--- config.mk ---
export PLATFORM = sky130hd
export DESIGN_NAME = stage_if_prefetch
export DESIGN_NICKNAME = d
export VERILOG_FILES = /design/src/rtl/stage_if_prefetch_pkg.sv /design/src/rtl/stage_if_prefetch_if_fifo.sv /design/src/rtl/stage_if_prefetch.sv
export SDC_FILE = /design/constraint.sdc
export NUM_CORES = 1
export LEC_CHECK = 0
export ABC_AREA = 1
export CAP_MARGIN = 25
export CORE_MARGIN = 2
export CORE_UTILIZATION = 25
export DETAILED_ROUTE_END_ITERATION = 10
export HOLD_SLACK_MARGIN = 0.02
export PLACE_DENSITY = 0.43
export SLEW_MARGIN = 20
export SYNTH_ARGS = -nofsm -noshare
export SYNTH_HDL_FRONTEND = slang
export SYNTH_SLANG_ARGS = --single-unit
--- constraint.sdc ---
create_clock -name clk -period 3 [get_ports clk]
set_input_delay 0.3 -clock clk [delete_from_list [all_inputs] [get_ports clk]]
set_output_delay 0.3 -clock clk [all_outputs]
set_load 0.005 [all_outputs]
--- src/rtl/stage_if_prefetch_pkg.sv ---
// Shared constants for the instruction fetch stage: default bus widths, reset PC, PC step.
package stage_if_prefetch_pkg;
  localparam int unsigned IF_ADDR_W    = 32;
  localparam int unsigned IF_INST_W    = 32;
  localparam logic [31:0] IF_RESET_PC  = 32'h0000_0000;
  localparam int unsigned IF_INST_STEP = 4;
endpackage

--- src/rtl/stage_if_prefetch_if_fifo.sv ---
// Generic FIFO with synchronous flush and occupancy count; read data is the head, combinational.
// Push while full and pop while empty are ignored; flush overrides push and pop.
module if_fifo #(
  parameter int unsigned W     = 8,
  parameter int unsigned DEPTH = 4,
  parameter int unsigned CW    = $clog2(DEPTH + 1)
) (
  input  logic          clk,
  input  logic          rst_n,
  input  logic          push,
  input  logic [W-1:0]  wdata,
  input  logic          pop,
  input  logic          flush,
  output logic [W-1:0]  rdata,
  output logic [CW-1:0] count
);
  localparam int unsigned PW = (DEPTH > 1) ? $clog2(DEPTH) : 1;

  logic [W-1:0]  mem_q [DEPTH];
  logic [W-1:0]  mem_d [DEPTH];
  logic [PW-1:0] wr_ptr_q, wr_ptr_d, rd_ptr_q, rd_ptr_d;
  logic [CW-1:0] count_q, count_d;
  logic          do_push, do_pop;

  function automatic logic [PW-1:0] ptr_inc(input logic [PW-1:0] p);
    return (p == PW'(DEPTH - 1)) ? '0 : p + PW'(1);
  endfunction

  always_comb begin
    mem_d    = mem_q;
    wr_ptr_d = wr_ptr_q;
    rd_ptr_d = rd_ptr_q;
    count_d  = count_q;
    do_push  = push && (count_q != CW'(DEPTH));
    do_pop   = pop && (count_q != '0);
    if (flush) begin
      wr_ptr_d = '0;
      rd_ptr_d = '0;
      count_d  = '0;
    end else begin
      if (do_push) begin
        mem_d[wr_ptr_q] = wdata;
        wr_ptr_d        = ptr_inc(wr_ptr_q);
      end
      if (do_pop) begin
        rd_ptr_d = ptr_inc(rd_ptr_q);
      end
      count_d = count_q + CW'(do_push) - CW'(do_pop);
    end
  end

  always_ff @(posedge clk or negedge rst_n) begin
    if (!rst_n) begin
      for (int i = 0; i < int'(DEPTH); i++) mem_q[i] <= '0;
      wr_ptr_q <= '0;
      rd_ptr_q <= '0;
      count_q  <= '0;
    end else begin
      mem_q    <= mem_d;
      wr_ptr_q <= wr_ptr_d;
      rd_ptr_q <= rd_ptr_d;
      count_q  <= count_d;
    end
  end

  assign rdata = mem_q[rd_ptr_q];
  assign count = count_q;
endmodule

--- src/rtl/stage_if_prefetch.sv ---
// Pipelined instruction fetch with prefetch queue; 1-cycle response-to-decode latency (0 with IF_QUEUE_BYPASS_EN).
// Issue throttled by queue space reserved per request; decode stalls via Out_Ready, Feedback_Mem_Acc blocks issue and pop.
module stage_if_prefetch
  import stage_if_prefetch_pkg::*;
#(
  parameter int unsigned         ADDR_W          = IF_ADDR_W,
  parameter int unsigned         INST_W          = IF_INST_W,
  parameter int unsigned         QDEPTH          = 4,
  parameter int unsigned         MAX_OUTSTANDING = 2,
  parameter logic [ADDR_W-1:0]   RESET_PC        = ADDR_W'(IF_RESET_PC)
) (
  input  logic              clk,
  input  logic              rst,
  output logic [ADDR_W-1:0] PC,
  output logic              Inst_Req_Valid,
  input  logic              Inst_Req_Ready,
  input  logic [INST_W-1:0] Instruction,
  input  logic              Inst_Valid,
  output logic              Inst_Ready,
  output logic [INST_W-1:0] IR,
  output logic [ADDR_W-1:0] IR_PC,
  output logic              Done_O,
  input  logic              Out_Ready,
  input  logic [ADDR_W-1:0] next_PC,
  input  logic              Feedback_Branch,
  input  logic              Feedback_Mem_Acc
);
  localparam int unsigned CW = $clog2(QDEPTH + 1);
  localparam int unsigned TW = $clog2(MAX_OUTSTANDING + 1);
  localparam int unsigned QW = INST_W + ADDR_W;

  logic [ADDR_W-1:0] pc_q, pc_d;
  logic [CW-1:0]     outstanding_q, outstanding_d;
  logic [CW-1:0]     discard_q, discard_d;
  logic [CW-1:0]     q_count;
  logic [TW-1:0]     tag_count;
  logic [QW-1:0]     q_rdata;
  logic [ADDR_W-1:0] tag_rdata;
  logic [CW:0]       occupancy;
  logic              q_empty, issue, resp, live, byp, pop_any, q_push, q_pop;

  assign q_empty   = (q_count == '0);
  assign occupancy = {1'b0, q_count} + {1'b0, outstanding_q};

  // Space for every in-flight response is reserved here, so the queue can never overflow.
  assign Inst_Req_Valid = rst && !Feedback_Mem_Acc
                       && (outstanding_q < CW'(MAX_OUTSTANDING))
                       && (occupancy < (CW + 1)'(QDEPTH));
  assign Inst_Ready = rst;
  assign PC         = pc_q;

  always_comb begin
    issue = Inst_Req_Valid && Inst_Req_Ready;
    resp  = Inst_Valid && Inst_Ready && (tag_count != '0);
    live  = resp && (discard_q == '0);

    pc_d = pc_q;
    if (issue) pc_d = pc_q + ADDR_W'(IF_INST_STEP);
    outstanding_d = outstanding_q + CW'(issue) - CW'(resp);
    discard_d     = discard_q - CW'(resp && (discard_q != '0));
    if (Feedback_Branch) begin
      pc_d      = next_PC;
      discard_d = outstanding_d;
    end

`ifdef IF_QUEUE_BYPASS_EN
    byp = q_empty && live && !Feedback_Branch;
`else
    byp = 1'b0;
`endif

    Done_O = !q_empty || byp;
    IR     = '0;
    IR_PC  = '0;
    if (!q_empty) begin
      IR    = q_rdata[QW-1:ADDR_W];
      IR_PC = q_rdata[ADDR_W-1:0];
    end else if (byp) begin
      IR    = Instruction;
      IR_PC = tag_rdata;
    end

    pop_any = Done_O && Out_Ready && !Feedback_Mem_Acc && !Feedback_Branch;
    q_pop   = pop_any && !q_empty;
    q_push  = live && !Feedback_Branch && !(byp && pop_any);
  end

  always_ff @(posedge clk or negedge rst) begin
    if (!rst) begin
      pc_q          <= RESET_PC;
      outstanding_q <= '0;
      discard_q     <= '0;
    end else begin
      pc_q          <= pc_d;
      outstanding_q <= outstanding_d;
      discard_q     <= discard_d;
    end
  end

  if_fifo #(.W(QW), .DEPTH(QDEPTH)) u_queue (
    .clk   (clk),
    .rst_n (rst),
    .push  (q_push),
    .wdata ({Instruction, tag_rdata}),
    .pop   (q_pop),
    .flush (Feedback_Branch),
    .rdata (q_rdata),
    .count (q_count)
  );

  // Tags are never flushed: stale ones retire alongside their discarded responses.
  if_fifo #(.W(ADDR_W), .DEPTH(MAX_OUTSTANDING)) u_tags (
    .clk   (clk),
    .rst_n (rst),
    .push  (issue),
    .wdata (pc_q),
    .pop   (resp),
    .flush (1'b0),
    .rdata (tag_rdata),
    .count (tag_count)
  );
endmodule

==> reports/results.ini <==
[timing]
fin_ws_ns=0.1043
finalCritPeriodShare_pct=96.52
final-hold-violation-count=0
timing.hold.ws_ns=0.2644
tightest_slew_ns=0.8756
finalSetupTns_ns=0
setup_violations=0
rsz0062_at_grt=true
finalCriticalPeriod_ns=2.896
slew_headroom_pct=41.63
clock.fmax_mhz=345.3
slew_viol_final=0
finClkSkew_ns=0.02056

[critical_path]
path_cells=clkinv_4 -> buf_6 -> o21ai_0 -> a21oi_1 -> clkdlybuf4s50_1
cp_data_required_time_ns=2.70
crit_path_start_kind=flip-flop
critPathMaxFanout=39
cp_slowest_cell=clkdlybuf4s50_1
slowest_delay_ns=0.60
rr_startpoint=u_queue.count[2]
cp-end-kind=primary output
worstSetupPathType=flip-flop to primary output
worst_ep_arrival_time_ns=2.60
critPathLaunch=u_queue.rd_ptr_q[0]

[cts]
cts_tree=done
cts-buffers-inserted=48
clkLatencyLatePin_ns=0.59
post_cts_buffers=0
clk_pin_slew_ns=0.06
cts_num_sinks=369
htree_levels=2
cts_buffer_depth=3
cts_root_buf=clkbuf_16

[final_layout]
syn2layout_area_growth_pct=24.38
utilization_pct=31.48
final_area_sq_um=22540
layout_commonest_cell=nand2_1
drive_gt1_share_pct=5.243
fin_nets=2705
layout_common_cells=1207 x nand2_1, 367 x dfrtp_1, 307 x nor2_1, 168 x clkdlybuf4s50_1, 139 x o21ai_0
nFillCells=7755

[detailed_routing]
wl_met2_microns=27540
wl_met1_microns=31020
wl_microns=62610
drtPass1Iterations=5
wire_per_inst_microns=17.38
drt-initial-drc-count=1183
viasPerCell=4.535
drtAntennaViolNets=0
wl_met3_microns=3044
vias=16340
dr.max_layer_used=met4
drc_errors=0

[floorplan]
floorplan.initialDensity_pct=25.31
fp-row-count=98
die_y_microns=273.3
core_sq_um=71610
dieArea_sq_um=74670
ios=170
die_x_microns=273.3

[logic_synthesis]
synth-seq-cells=369
synth_xor_area_share_pct=0.7249
synth_simple_gate_area_share_pct=35.90
yosysWarnings=0
syn_area_per_cell_sq_um=7.273
postSynthCellCount=2492
synth-edff-count=0
ys_async_sr_fraction_pct=100.0
yosysSeqAreaShare_pct=50.95
synthFlopType=dfrtp_1
synth_top_family_by_area=simple AND/OR/NAND/NOR gates
synth_cell_types=28
yosys.area_share.adder_pct=1.395
synth.mux.area_fraction_pct=0
synth_nets=2582
synth.cell_area_sq_um=18120
synth_compound_area_share_pct=5.903

[pwr]
pwr-share-comb_pct=22.9
peakVddDrop_mv=0.3668
p_leak_uw=0.01136
intPower_uw=10340
power.switching_uw=5249
swShare_pct=33.66
power_frac_seq_pct=41.6
p_per_area_nw_per_um2=691.7
clock_power_share_pct=35.5

[place]
place_ws_ns=0.3991
place_area_sq_um=20910
io_buffer_count=169
dpl.hpwl_microns=36720
routabilityCongestion=0.7825

[global_routing]
grt_start_max_net_pins=126
grt_use_total_pct=16.78
gr-total-overflow=0
grt_pass1_vias=16190
grt_pass1_wl_microns=97550
antenna_found_initial=1

[run]
cap_viol_max_count=0

[status]
outcome=finished, final reports clean

[hold_path]
min-delay-path-class=input pin to asynchronous set/reset pin

[per-layer routing]
layer | up-vias | track usage (%)
li1 | 8031 | -
met1 | 7866 | 24.39
met2 | 372 | 26.23
met3 | 67 | 2.719
met4 | 0 | 3.394
met5 | - | 0
[repair_timing]
item,in CTS,in global routing
gates cloned,2,0
hold buffers,1,0
setup endpoints to repair,1,11
resized for setup,5,3
endpoints found under the hold margin,131,0
[path summary, 6_finish.rpt]
path / endpoint / slack (ns) / cells past startpoint
max: IR_PC[12] / 0.10 / 5
min: outstanding_q[2] / 0.26 / 2
max reg2reg: discard_q[2] / 0.51 / 13
min reg2reg: u_queue.mem_q[58] / 0.46 / 2
max in group asynchronous: PC[11] / 0.95 / 4
min in group clk: PC[1] / 0.27 / 3
[sequential cells by signal, summed over array words and instances (netlist names)]
register and flops:
u_queue.rd_ptr_q 2, u_tags.mem_q 64, discard_q 3, PC 32, u_tags.count 2, u_queue.count 3, u_tags.wr_ptr_q 1, u_queue.wr_ptr_q 2
outstanding_q 3, u_queue.mem_q 256, u_tags.rd_ptr_q 1
[logic make-up after synthesis]
logic type / after synthesis
compound gates: 211
flops: 369
fa+ha+maj: 19
xor+xnor: 15
simple gates: 1652
buf+inv: 226
[power groups by stage]
stage                     Clock [uW]  Sequential (uW)  Combinational [uW]
after floorplan                    0             6350                2230
after global placement             0             6530                3560
after detailed placement           0             6550                3610
after CTS                       5750             6480                3640
after global routing            5940             6600                4100
final                           5540             6480                3570
[through the flow]
step | power, uW | std cells
after floorplan | 8583 | 2492
after global placement | 10080 | 3511
after detailed placement | 10160 | 3511
after CTS | 15860 | 3600
after global routing | 16640 | 3601
final | 15590 | 3602
[synth_stat cells (7+ instances only)]
cell type     n  area, sq um
a21oi_1      66        330.3
nand3_1      59        295.3
buf_2        58        290.3
o21ai_0     139        695.7
buf_1        15        56.30
xor2_1        8        70.07
ha_1         17        212.7
nand2_1    1208         4534
nor2_1      307         1152
inv_1        76        285.3
dfrtp_1     369         9234
xnor2_1       7        61.31
clkbuf_1     70        262.8
nand4_1      64        400.4
[cell type report]
class / count / area (sq um) / area share [%]
multi-input combinational: 1897 / 7966 / 35.34
clock buffer: 76 / 1386 / 6.150
inverter: 81 / 310.3 / 1.376
sequential: 369 / 9241 / 40.99
clock inverter: 10 / 108.9 / 0.4829
tap: 950 / 1189 / 5.273
timing repair buffer: 218 / 2338 / 10.37
antenna: 1 / 2.502 / 0.01110
[worst max-delay path: cells and delay by family (launching register included)]
kind	cells	cell delay (ns)
buffers and inverters	3	1.04
flip-flops	1	0.56
AO/OA/AOI/OAI	2	0.41
Note: power is estimated with default switching activity, not from simulation.
